**src/rtl/dpram_port_master_if.sv**
```systemverilog
// Client and RAM-pin bundle for dpram_port_master.
//   master modport : the burst initiator (drives req_ready, write/read streams, RAM pins)
//   slave modport  : the client + RAM side (drives requests, write beats, mem_dout)
// Signals:
//   req_valid/req_ready/req_wr/req_addr/req_len : burst request handshake
//   wdata/wdata_valid/wdata_ready               : write beat stream
//   rdata/rdata_valid                           : read beat stream (no backpressure)
//   done                                        : one-cycle burst completion pulse
//   mem_addr/mem_din/mem_wr_en/mem_en_n/mem_dout: RAM port pins (en active-low)
interface dpram_port_master_if #(
  parameter int unsigned ADDR_WIDTH = 5,
  parameter int unsigned DATA_WIDTH = 8
) ();

  logic                  req_valid;
  logic                  req_ready;
  logic                  req_wr;
  logic [ADDR_WIDTH-1:0] req_addr;
  logic [ADDR_WIDTH-1:0] req_len;

  logic [DATA_WIDTH-1:0] wdata;
  logic                  wdata_valid;
  logic                  wdata_ready;

  logic [DATA_WIDTH-1:0] rdata;
  logic                  rdata_valid;
  logic                  done;

  logic [ADDR_WIDTH-1:0] mem_addr;
  logic [DATA_WIDTH-1:0] mem_din;
  logic                  mem_wr_en;
  logic                  mem_en_n;
  logic [DATA_WIDTH-1:0] mem_dout;

  modport master (
    input  req_valid, req_wr, req_addr, req_len,
    input  wdata, wdata_valid,
    input  mem_dout,
    output req_ready, wdata_ready,
    output rdata, rdata_valid, done,
    output mem_addr, mem_din, mem_wr_en, mem_en_n
  );

  modport slave (
    output req_valid, req_wr, req_addr, req_len,
    output wdata, wdata_valid,
    output mem_dout,
    input  req_ready, wdata_ready,
    input  rdata, rdata_valid, done,
    input  mem_addr, mem_din, mem_wr_en, mem_en_n
  );

endinterface

```
**src/rtl/dpram_port_master.sv**
```systemverilog
// Burst initiator for one port of the dual-port RAM (active-low enable,
// wr_en=1 write, one-cycle registered read latency).
// Ports:
//   clk_A : clock, rising edge
//   rst_A : asynchronous active-low reset
//   bus   : dpram_port_master_if.master (request, write stream, read stream,
//           done pulse, RAM pins)
// Write bursts: one RAM write per accepted wdata beat, pins registered the
// cycle after acceptance. Read bursts: one read per cycle, the first one
// registered on the request-acceptance edge, data returned two cycles later.
module dpram_port_master #(
  parameter int unsigned ADDR_WIDTH = 5,
  parameter int unsigned DATA_WIDTH = 8
) (
  input  logic                clk_A,
  input  logic                rst_A,
  dpram_port_master_if.master bus
);

  localparam int unsigned AW = ADDR_WIDTH;
  localparam int unsigned DW = DATA_WIDTH;

  typedef enum logic [1:0] {
    IDLE     = 2'd0,
    WRITE    = 2'd1,
    READ     = 2'd2,
    RD_DRAIN = 2'd3
  } state_t;

  state_t          state, state_d;
  logic [AW-1:0]   cur_addr, cur_addr_d;
  logic [AW-1:0]   rem, rem_d;
  logic [AW-1:0]   mem_addr_q, mem_addr_d;
  logic [DW-1:0]   mem_din_q, mem_din_d;
  logic            mem_en_n_q, mem_en_n_d;
  logic            mem_wr_en_q, mem_wr_en_d;
  logic            req_ready_q, req_ready_d;
  logic            done_q, done_d;
  logic            rd_issue_d;
  logic [1:0]      rd_pipe;
  logic [DW-1:0]   rdata_q;
  logic            rdata_valid_q;
  logic            accept_c;
  logic            beat_c;

  assign accept_c = bus.req_valid & req_ready_q & (state == IDLE);
  assign beat_c   = bus.wdata_valid & (state == WRITE);

  // Next-state and next-pin logic; rem counts beats still to issue after the current one.
  always_comb begin
    state_d     = state;
    cur_addr_d  = cur_addr;
    rem_d       = rem;
    mem_addr_d  = mem_addr_q;
    mem_din_d   = mem_din_q;
    mem_en_n_d  = 1'b1;
    mem_wr_en_d = 1'b0;
    done_d      = 1'b0;
    rd_issue_d  = 1'b0;

    case (state)
      IDLE: begin
        if (accept_c) begin
          rem_d = bus.req_len;
          if (bus.req_wr) begin
            state_d    = WRITE;
            cur_addr_d = bus.req_addr;
          end else begin
            // First read goes out on the acceptance edge so data returns in cycle 3.
            state_d    = READ;
            mem_en_n_d = 1'b0;
            mem_addr_d = bus.req_addr;
            cur_addr_d = bus.req_addr + AW'(1);
            rd_issue_d = 1'b1;
          end
        end
      end

      WRITE: begin
        if (beat_c) begin
          mem_en_n_d  = 1'b0;
          mem_wr_en_d = 1'b1;
          mem_addr_d  = cur_addr;
          mem_din_d   = bus.wdata;
          cur_addr_d  = cur_addr + AW'(1);
          if (rem == '0) begin
            done_d  = 1'b1;
            state_d = IDLE;
          end else begin
            rem_d = rem - AW'(1);
          end
        end
      end

      READ: begin
        if (rem == '0) begin
          state_d = RD_DRAIN;
        end else begin
          mem_en_n_d = 1'b0;
          mem_addr_d = cur_addr;
          cur_addr_d = cur_addr + AW'(1);
          rem_d      = rem - AW'(1);
          rd_issue_d = 1'b1;
        end
      end

      RD_DRAIN: begin
        // Last read data is captured on this edge; done lines up with its rdata_valid.
        if (!rd_pipe[0]) begin
          state_d = IDLE;
          done_d  = rd_pipe[1];
        end
      end

      default: begin
        state_d = IDLE;
      end
    endcase

    // Ready only after a full cycle back in IDLE, so it trails done by one cycle.
    req_ready_d = (state == IDLE) && (state_d == IDLE);
  end

  // Control state and RAM pin registers.
  always_ff @(posedge clk_A or negedge rst_A) begin
    if (!rst_A) begin
      state       <= IDLE;
      cur_addr    <= '0;
      rem         <= '0;
      mem_addr_q  <= '0;
      mem_din_q   <= '0;
      mem_en_n_q  <= 1'b1;
      mem_wr_en_q <= 1'b0;
      req_ready_q <= 1'b0;
      done_q      <= 1'b0;
    end else begin
      state       <= state_d;
      cur_addr    <= cur_addr_d;
      rem         <= rem_d;
      mem_addr_q  <= mem_addr_d;
      mem_din_q   <= mem_din_d;
      mem_en_n_q  <= mem_en_n_d;
      mem_wr_en_q <= mem_wr_en_d;
      req_ready_q <= req_ready_d;
      done_q      <= done_d;
    end
  end

  // Read-return pipeline: stage 0 = read on pins, stage 1 = RAM output valid.
  always_ff @(posedge clk_A or negedge rst_A) begin
    if (!rst_A) begin
      rd_pipe       <= 2'b00;
      rdata_q       <= '0;
      rdata_valid_q <= 1'b0;
    end else begin
      rd_pipe       <= {rd_pipe[0], rd_issue_d};
      rdata_valid_q <= rd_pipe[1];
      if (rd_pipe[1]) begin
        rdata_q <= bus.mem_dout;
      end
    end
  end

  assign bus.wdata_ready = (state == WRITE);
  assign bus.req_ready   = req_ready_q;
  assign bus.done        = done_q;
  assign bus.rdata       = rdata_q;
  assign bus.rdata_valid = rdata_valid_q;
  assign bus.mem_addr    = mem_addr_q;
  assign bus.mem_din     = mem_din_q;
  assign bus.mem_en_n    = mem_en_n_q;
  assign bus.mem_wr_en   = mem_wr_en_q;

endmodule

```
**src/flat_wrapper.sv**
```systemverilog
// flat-port wrapper written by rule: the top's interface ports become plain ports
module dpram_port_master_flat 
#(
  parameter int unsigned ADDR_WIDTH = 5,
  parameter int unsigned DATA_WIDTH = 8
)
  (clk_A, rst_A, bus_req_valid, bus_req_wr, bus_req_addr, bus_req_len, bus_wdata, bus_wdata_valid, bus_mem_dout, bus_req_ready, bus_wdata_ready, bus_rdata, bus_rdata_valid, bus_done, bus_mem_addr, bus_mem_din, bus_mem_wr_en, bus_mem_en_n);
  dpram_port_master_if #(.ADDR_WIDTH(ADDR_WIDTH), .DATA_WIDTH(DATA_WIDTH)) bus_i ();
  input  logic clk_A;
  input  logic rst_A;
  input wire logic [$bits(bus_i.req_valid)-1:0] bus_req_valid;
  input wire logic [$bits(bus_i.req_wr)-1:0] bus_req_wr;
  input wire logic [$bits(bus_i.req_addr)-1:0] bus_req_addr;
  input wire logic [$bits(bus_i.req_len)-1:0] bus_req_len;
  input wire logic [$bits(bus_i.wdata)-1:0] bus_wdata;
  input wire logic [$bits(bus_i.wdata_valid)-1:0] bus_wdata_valid;
  input wire logic [$bits(bus_i.mem_dout)-1:0] bus_mem_dout;
  output wire logic [$bits(bus_i.req_ready)-1:0] bus_req_ready;
  output wire logic [$bits(bus_i.wdata_ready)-1:0] bus_wdata_ready;
  output wire logic [$bits(bus_i.rdata)-1:0] bus_rdata;
  output wire logic [$bits(bus_i.rdata_valid)-1:0] bus_rdata_valid;
  output wire logic [$bits(bus_i.done)-1:0] bus_done;
  output wire logic [$bits(bus_i.mem_addr)-1:0] bus_mem_addr;
  output wire logic [$bits(bus_i.mem_din)-1:0] bus_mem_din;
  output wire logic [$bits(bus_i.mem_wr_en)-1:0] bus_mem_wr_en;
  output wire logic [$bits(bus_i.mem_en_n)-1:0] bus_mem_en_n;
  assign bus_i.req_valid = bus_req_valid;
  assign bus_i.req_wr = bus_req_wr;
  assign bus_i.req_addr = bus_req_addr;
  assign bus_i.req_len = bus_req_len;
  assign bus_i.wdata = bus_wdata;
  assign bus_i.wdata_valid = bus_wdata_valid;
  assign bus_i.mem_dout = bus_mem_dout;
  assign bus_req_ready = bus_i.req_ready;
  assign bus_wdata_ready = bus_i.wdata_ready;
  assign bus_rdata = bus_i.rdata;
  assign bus_rdata_valid = bus_i.rdata_valid;
  assign bus_done = bus_i.done;
  assign bus_mem_addr = bus_i.mem_addr;
  assign bus_mem_din = bus_i.mem_din;
  assign bus_mem_wr_en = bus_i.mem_wr_en;
  assign bus_mem_en_n = bus_i.mem_en_n;
  dpram_port_master #(.ADDR_WIDTH(ADDR_WIDTH), .DATA_WIDTH(DATA_WIDTH)) u_core (.clk_A(clk_A), .rst_A(rst_A), .bus(bus_i));
endmodule
```
**config.mk**
```make
export PLATFORM = sky130hd
export DESIGN_NAME = dpram_port_master_flat
export DESIGN_NICKNAME = d
export VERILOG_FILES = /design/src/rtl/dpram_port_master_if.sv /design/src/rtl/dpram_port_master.sv /design/src/flat_wrapper.sv
export SDC_FILE = /design/constraint.sdc
export NUM_CORES = 1
export LEC_CHECK = 0
export ABC_AREA = 1
export CORE_MARGIN = 3
export CORE_UTILIZATION = 35
export DETAILED_ROUTE_END_ITERATION = 8
export PLACE_DENSITY = 0.61
export SETUP_SLACK_MARGIN = 0.05
export SLEW_MARGIN = 10
export SYNTH_ARGS = -nofsm -noshare
export SYNTH_HDL_FRONTEND = slang
export SYNTH_SLANG_ARGS = --single-unit
```
**constraint.sdc**
```tcl
create_clock -name clk_A -period 2 [get_ports clk_A]
set_clock_uncertainty 0.1 [all_clocks]
set_input_delay 0.5 -clock clk_A [delete_from_list [all_inputs] [get_ports clk_A]]
set_output_delay 0.5 -clock clk_A [all_outputs]
set_load 0.02 [all_outputs]
```
After elaboration in Yosys (flattened, before gate mapping)
Cells that the tools add are included.
{"block": "classes", "add_sub_neg": 3, "n_eq_ne": 7, "muxes": 35, "bitwise_logic": 3, "n_reduce_logical": 9}
{"cell": "$mux W5", "count": 11}
{"cell": "$pmux W5 S3", "count": 3}
{"cell": "$mux W2", "count": 6}
{"cell": "$mux W1", "count": 11}
{"cell": "$add A5 B1 Y5 const B", "count": 2}
{"cell": "$pmux W2 S4", "count": 1}
{"cell": "$logic_not A5 Y1", "count": 1}
{"cell": "$reduce_and A5 Y1", "count": 1}
{"cell": "$sub A5 B1 Y5 const B", "count": 1}
{"cell": "$eq A2 B2 Y1 const B", "count": 2}
{"cell": "$logic_not A2 Y1", "count": 2}
{"cell": "$ne A2 B1 Y1 const B", "count": 2}
{"cell": "$ne A2 B2 Y1 const B", "count": 2}
{"cell": "$pmux W1 S2", "count": 2}
{"cell": "$reduce_and A4 Y1", "count": 1}
{"cell": "$and A1 B1 Y1", "count": 3}
{"cell": "$pmux W1 S3", "count": 1}
{"cell": "$reduce_and A3 Y1", "count": 1}
{"cell": "$reduce_bool A3 Y1", "count": 1}
{"cell": "$eq A2 B1 Y1 const B", "count": 1}
{"cell": "$reduce_and A2 Y1", "count": 1}
{"cell": "$logic_and A1 B1 Y1", "count": 1}
{"block": "word_totals", "ff_bits": 40, "input_bits": 31, "out_inout_bits": 27, "word_cells": 69}

Logic depth before layout (Yosys ltp)
{"block": "logic_depth", "word_depth": 6, "mapped_depth": 11, "depth_no_buf": 11}

Worst setup path after synthesis
No wires, ideal clock.
{"block": "synth_path", "kind": "register to register", "start": "register u_core.state[1]", "end": "register u_core.req_ready_q (netlist: u_core.bus.req_ready)", "setup_time_ns": 0.069, "t_arrival_ns": 1.534, "required_time_ns": 1.831, "slack_ns": 0.297, "path_stages_with_launch": 11, "path_buffers": 0, "period_less_slack_ns": 1.703, "cell_sequence": "dfrtp_1 -> inv_1 -> ha_1 -> nand2_2 -> inv_6 -> nand3_4 -> nand2_2 -> nand2_1 -> nand2_2 -> nand2_1 -> nor2_2"}
{"block": "synth_via", "elab_chain_cells": 6, "word_cells_on_any_way": 14, "classes_between": "eq/ne: 3; mux: 6; bitwise: 2; reduce/logical: 3"}
{"element": "start: declaration", "line_no": "dpram_port_master.sv:30", "source": "state_t state, state_d;"}
{"element": "start signal: assignment", "line_no": "dpram_port_master.sv:137", "source": "state <= state_d;"}
{"element": "$eq A2 B1 Y1 (*)"}
{"element": "via bus_wdata_ready", "line_no": "flat_wrapper.sv:19", "source": "output wire logic [$bits(bus_i.wdata_ready)-1:0] bus_wdata_ready;"}
{"element": "$and A1 B1 Y1", "line_no": "dpram_port_master.sv:47", "source": "assign beat_c = bus.wdata_valid & (state == WRITE);"}
{"element": "$mux W2", "line_no": "dpram_port_master.sv:80", "source": "if (beat_c) begin"}
{"element": "$pmux W2 S4 (*)", "line_no": "dpram_port_master.sv:61", "source": "case (state)"}
{"element": "$logic_not A2 Y1 (*)", "line_no": "dpram_port_master.sv:121", "source": "req_ready_d = (state == IDLE) && (state_d == IDLE);"}
{"element": "$logic_and A1 B1 Y1 (*)", "line_no": "dpram_port_master.sv:121"}
{"element": "via u_core.req_ready_d", "line_no": "dpram_port_master.sv:37", "source": "logic req_ready_q, req_ready_d;"}
{"element": "end signal: assignment", "line_no": "dpram_port_master.sv:144", "source": "req_ready_q <= req_ready_d;"}
{"element": "end: declaration", "line_no": "dpram_port_master.sv:37"}
Mark *: on every way through the listed nets, which the timed path passes. The rest lies on a longest branch.
A chain may end at the register's enable or synchronous reset.

Final worst setup path
{"block": "layout_path", "start": "register u_core.req_ready_q (netlist: u_core.bus.req_ready)", "end": "output bus_req_ready"}
{"element": "end: declaration", "line_no": "flat_wrapper.sv:18", "source": "output wire logic [$bits(bus_i.req_ready)-1:0] bus_req_ready;"}
No word-level cell between the ends.

==> impl_metrics.yaml <==
detailed_routing:
  wirelength_mm: 4.561
  drc_errors: 0
  viasPerCell: 4.471
  wl_per_cell_um: 11.55
  ant_nets: 0
  drt_iter0_markers: 81
  detailroute.via_count: 1766
  dr.pass1.iters: 4
global_routing:
  grt_pass1_wl_mm: 8.293
  antenna_found_initial: 0
  grt_max_degree: 22
  overflow: 0
  grt_pass1_vias: 1785
  grt_usage: 0.1444
  use_met1: 0.1825
  busiest_layer: "met2"
  grt_util_met3: 0.03949
  met2_usage: 0.2379
die:
  core_area_um2: 5675
  fp-row-count: 27
  die_x_um: 83.89
  dieArea_um2: 7037
  die_h_um: 83.89
  initial_core_util: 0.3741
  ios: 58
final_layout:
  fin_cells: 395
  area_growth_pct: 38.01
  drive_above_1_share: 0.1393
  antenna_cells: 0
  layout_common_cells: "nand2_1, clkdlybuf4s50_1, dfrtp_1"
  nets: 362
  final_common_cell: "nand2_1"
clocking:
  post-cts-setup-buffer-count: 0
  cts_tree: "built"
  clock_tree.htree_level_count: 2
  cts.sinks: 40
  root_buffer: "clkbuf_8"
  cts_inserted_buffers: 5
  clkLatencyLatePin_ns: 0.29
  clkTransAtPathRegs_ns: 0.08
  clock_path_buffers: 2
  hold_buffers: 0
timing:
  fmax_mhz: 530.1
  fin_crit_ns: 1.886
  period_share: 0.9432
  finalMaxSlewViolations: 0
  setup-tns-final_ns: 0
  rsz0062_at_grt: "false"
  final-setup-viol-count: 0
  maxSlewHeadroom: 0.6905
  worstMarginPinSlew_ns: 0.4642
  hold_viol_final: 0
power:
  p_sw_frac: 0.4400
  p_leak_nw: 1.452
  p_seq_frac: 0.300
  clockPowerShare: 0.130
  peakVddDrop_mv: 0.8184
  p_int_mw: 2.836
  switchingPower_mw: 2.229
  power_frac_comb: 0.570
  p_per_area_nw_per_um2: 1729
logic_synthesis:
  synthTopCellsByArea: "dfrtp_1, nand2_1, ha_1"
  syn-cell-area_um2: 2123
  ys_types: 29
  syn_avg_cell_area_um2: 8.392
  ys_warn_count: 0
  syn-num-nets: 293
  synth_seq_cells: 40
  yosysTopAreaCell: "dfrtp_1"
  synth_top_area_frac: 0.4596
  ys_seq_area_frac: 0.4720
  netlist_instances: 253
setup_path:
  cp_slowest_stage_delay_ns: 0.61
  cp_data_required_time_ns: 1.40
  reg2reg_slack_ns: 0.21
  crit_type: "register to output port"
  path_cells: "clkdlybuf4s50_1"
  cp_max_fo: 3
  cp_slowest_cell: "clkdlybuf4s50_1"
  cp-end-kind: "output port"
  cp-start-kind: "register"
  crit_arrival_ns: 1.29
  crit_buf_inv: 1
  path_delay_family: "buffers and inverters"
placed_design:
  place_congestion: 0.7746
  numPortBuffers: 57
  dp_hpwl_mm: 3.638
  dp_cells: 387
outcome:
  outcome: "complete, no violations"
hold_path:
  min_path_type: "input pin to asynchronous set/reset pin"
flow_run:
  cap_viol_max_count: 0
## worst paths after layout
path	endpoint	from	cells after the start
setup / recovery	bus_req_ready	u_core.bus.req_ready	1
hold / removal	u_core.bus.mem_din[2]	rst_A	1
setup reg to reg	u_core.bus.mem_addr[3]	u_core.state[0]	10
hold reg to reg	u_core.rd_pipe[1]	u_core.rd_pipe[0]	0
max in group asynchronous	u_core.bus.mem_en_n	rst_A	2
min in group clk_A	u_core.rd_pipe[1]	u_core.rd_pipe[0]	0
## stage by stage
step	hold slack, ns	total power [mW]	utilization	instance area [um^2]	setup WS, ns
floorplan	0.1044	3.474	-	2123	0.2975
global placement	0.2926	4.437	0.4978	2825	0.04702
detailed placement	0.2899	4.476	0.4978	2825	0.009426
CTS	0.05673	5.141	0.5170	2934	0.06824
global route	0.07226	5.583	0.5163	2930	0.06931
finish	0.04475	5.065	0.5163	2930	0.1135
## cells in the mapped netlist, drive strengths merged
library cell  number
nand2            109
dfrtp             39
inv               29
o21ai             18
nor2              14
ha                 9
nand3              9
mux2               8
xor2               4
buf                3
a21oi              2
nand4              2
o211ai             2
a21boi             1
clkbuf             1
dfstp              1
o31ai              1
xnor2              1
## area by class of cell
class,count,area [um^2]
fillers,551,2745
flip-flops and latches,40,1002
multi-input cells,180,980.9
repair buffers,66,626.9
inverters,29,118.9
well taps,72,90.09
clock buffers,5,68.82
clock inverters,3,42.54
## flip-flops by register name, summed over array words and instances, names as in the netlist
register / flops
u_core.rem: 5
u_core.bus.done: 1
u_core.bus.rdata: 8
u_core.bus.mem_en_n: 1
u_core.bus.req_ready: 1
u_core.cur_addr: 5
u_core.bus.mem_din: 8
u_core.bus.mem_wr_en: 1
u_core.rd_pipe: 2
u_core.bus.rdata_valid: 1
u_core.bus.mem_addr: 5
u_core.state: 2
## layer usage
layer	wire length, um	up-vias
li1	-	925
met1	2043	797
met2	2228	36
met3	216	8
met4	72	0
met5	0	-
## what timing repair did
item	4_1_cts	5_1_grt
endpoints found under the setup margin	2	1
gates cloned	0	0
resized for setup	2	2
hold endpoints to repair	0	0
## logic make-up after synthesis
kind of cell	count (synthesis)	share of synthesized area
buffers and inverters	33	0.06600
AO/OA/AOI/OAI	24	0.06659
flip-flops	40	0.4720
multiplexers	8	0.04243
adder cells (fa/ha/maj)	9	0.05304
AND/OR/NAND/NOR	134	0.2793
XOR/XNOR	5	0.02062
## power by group through the flow
stage          Clock [mW]  Combinational [mW]  Sequential (mW)
2_1_floorplan           0                1.71             1.77
3_3_place_gp            0                2.91             1.53
3_5_place_dp            0                2.93             1.54
4_1_cts             0.678                2.94             1.53
5_1_grt             0.722                3.28             1.58
6_report            0.657                2.89             1.52
Power figures use the tool's default switching activity.
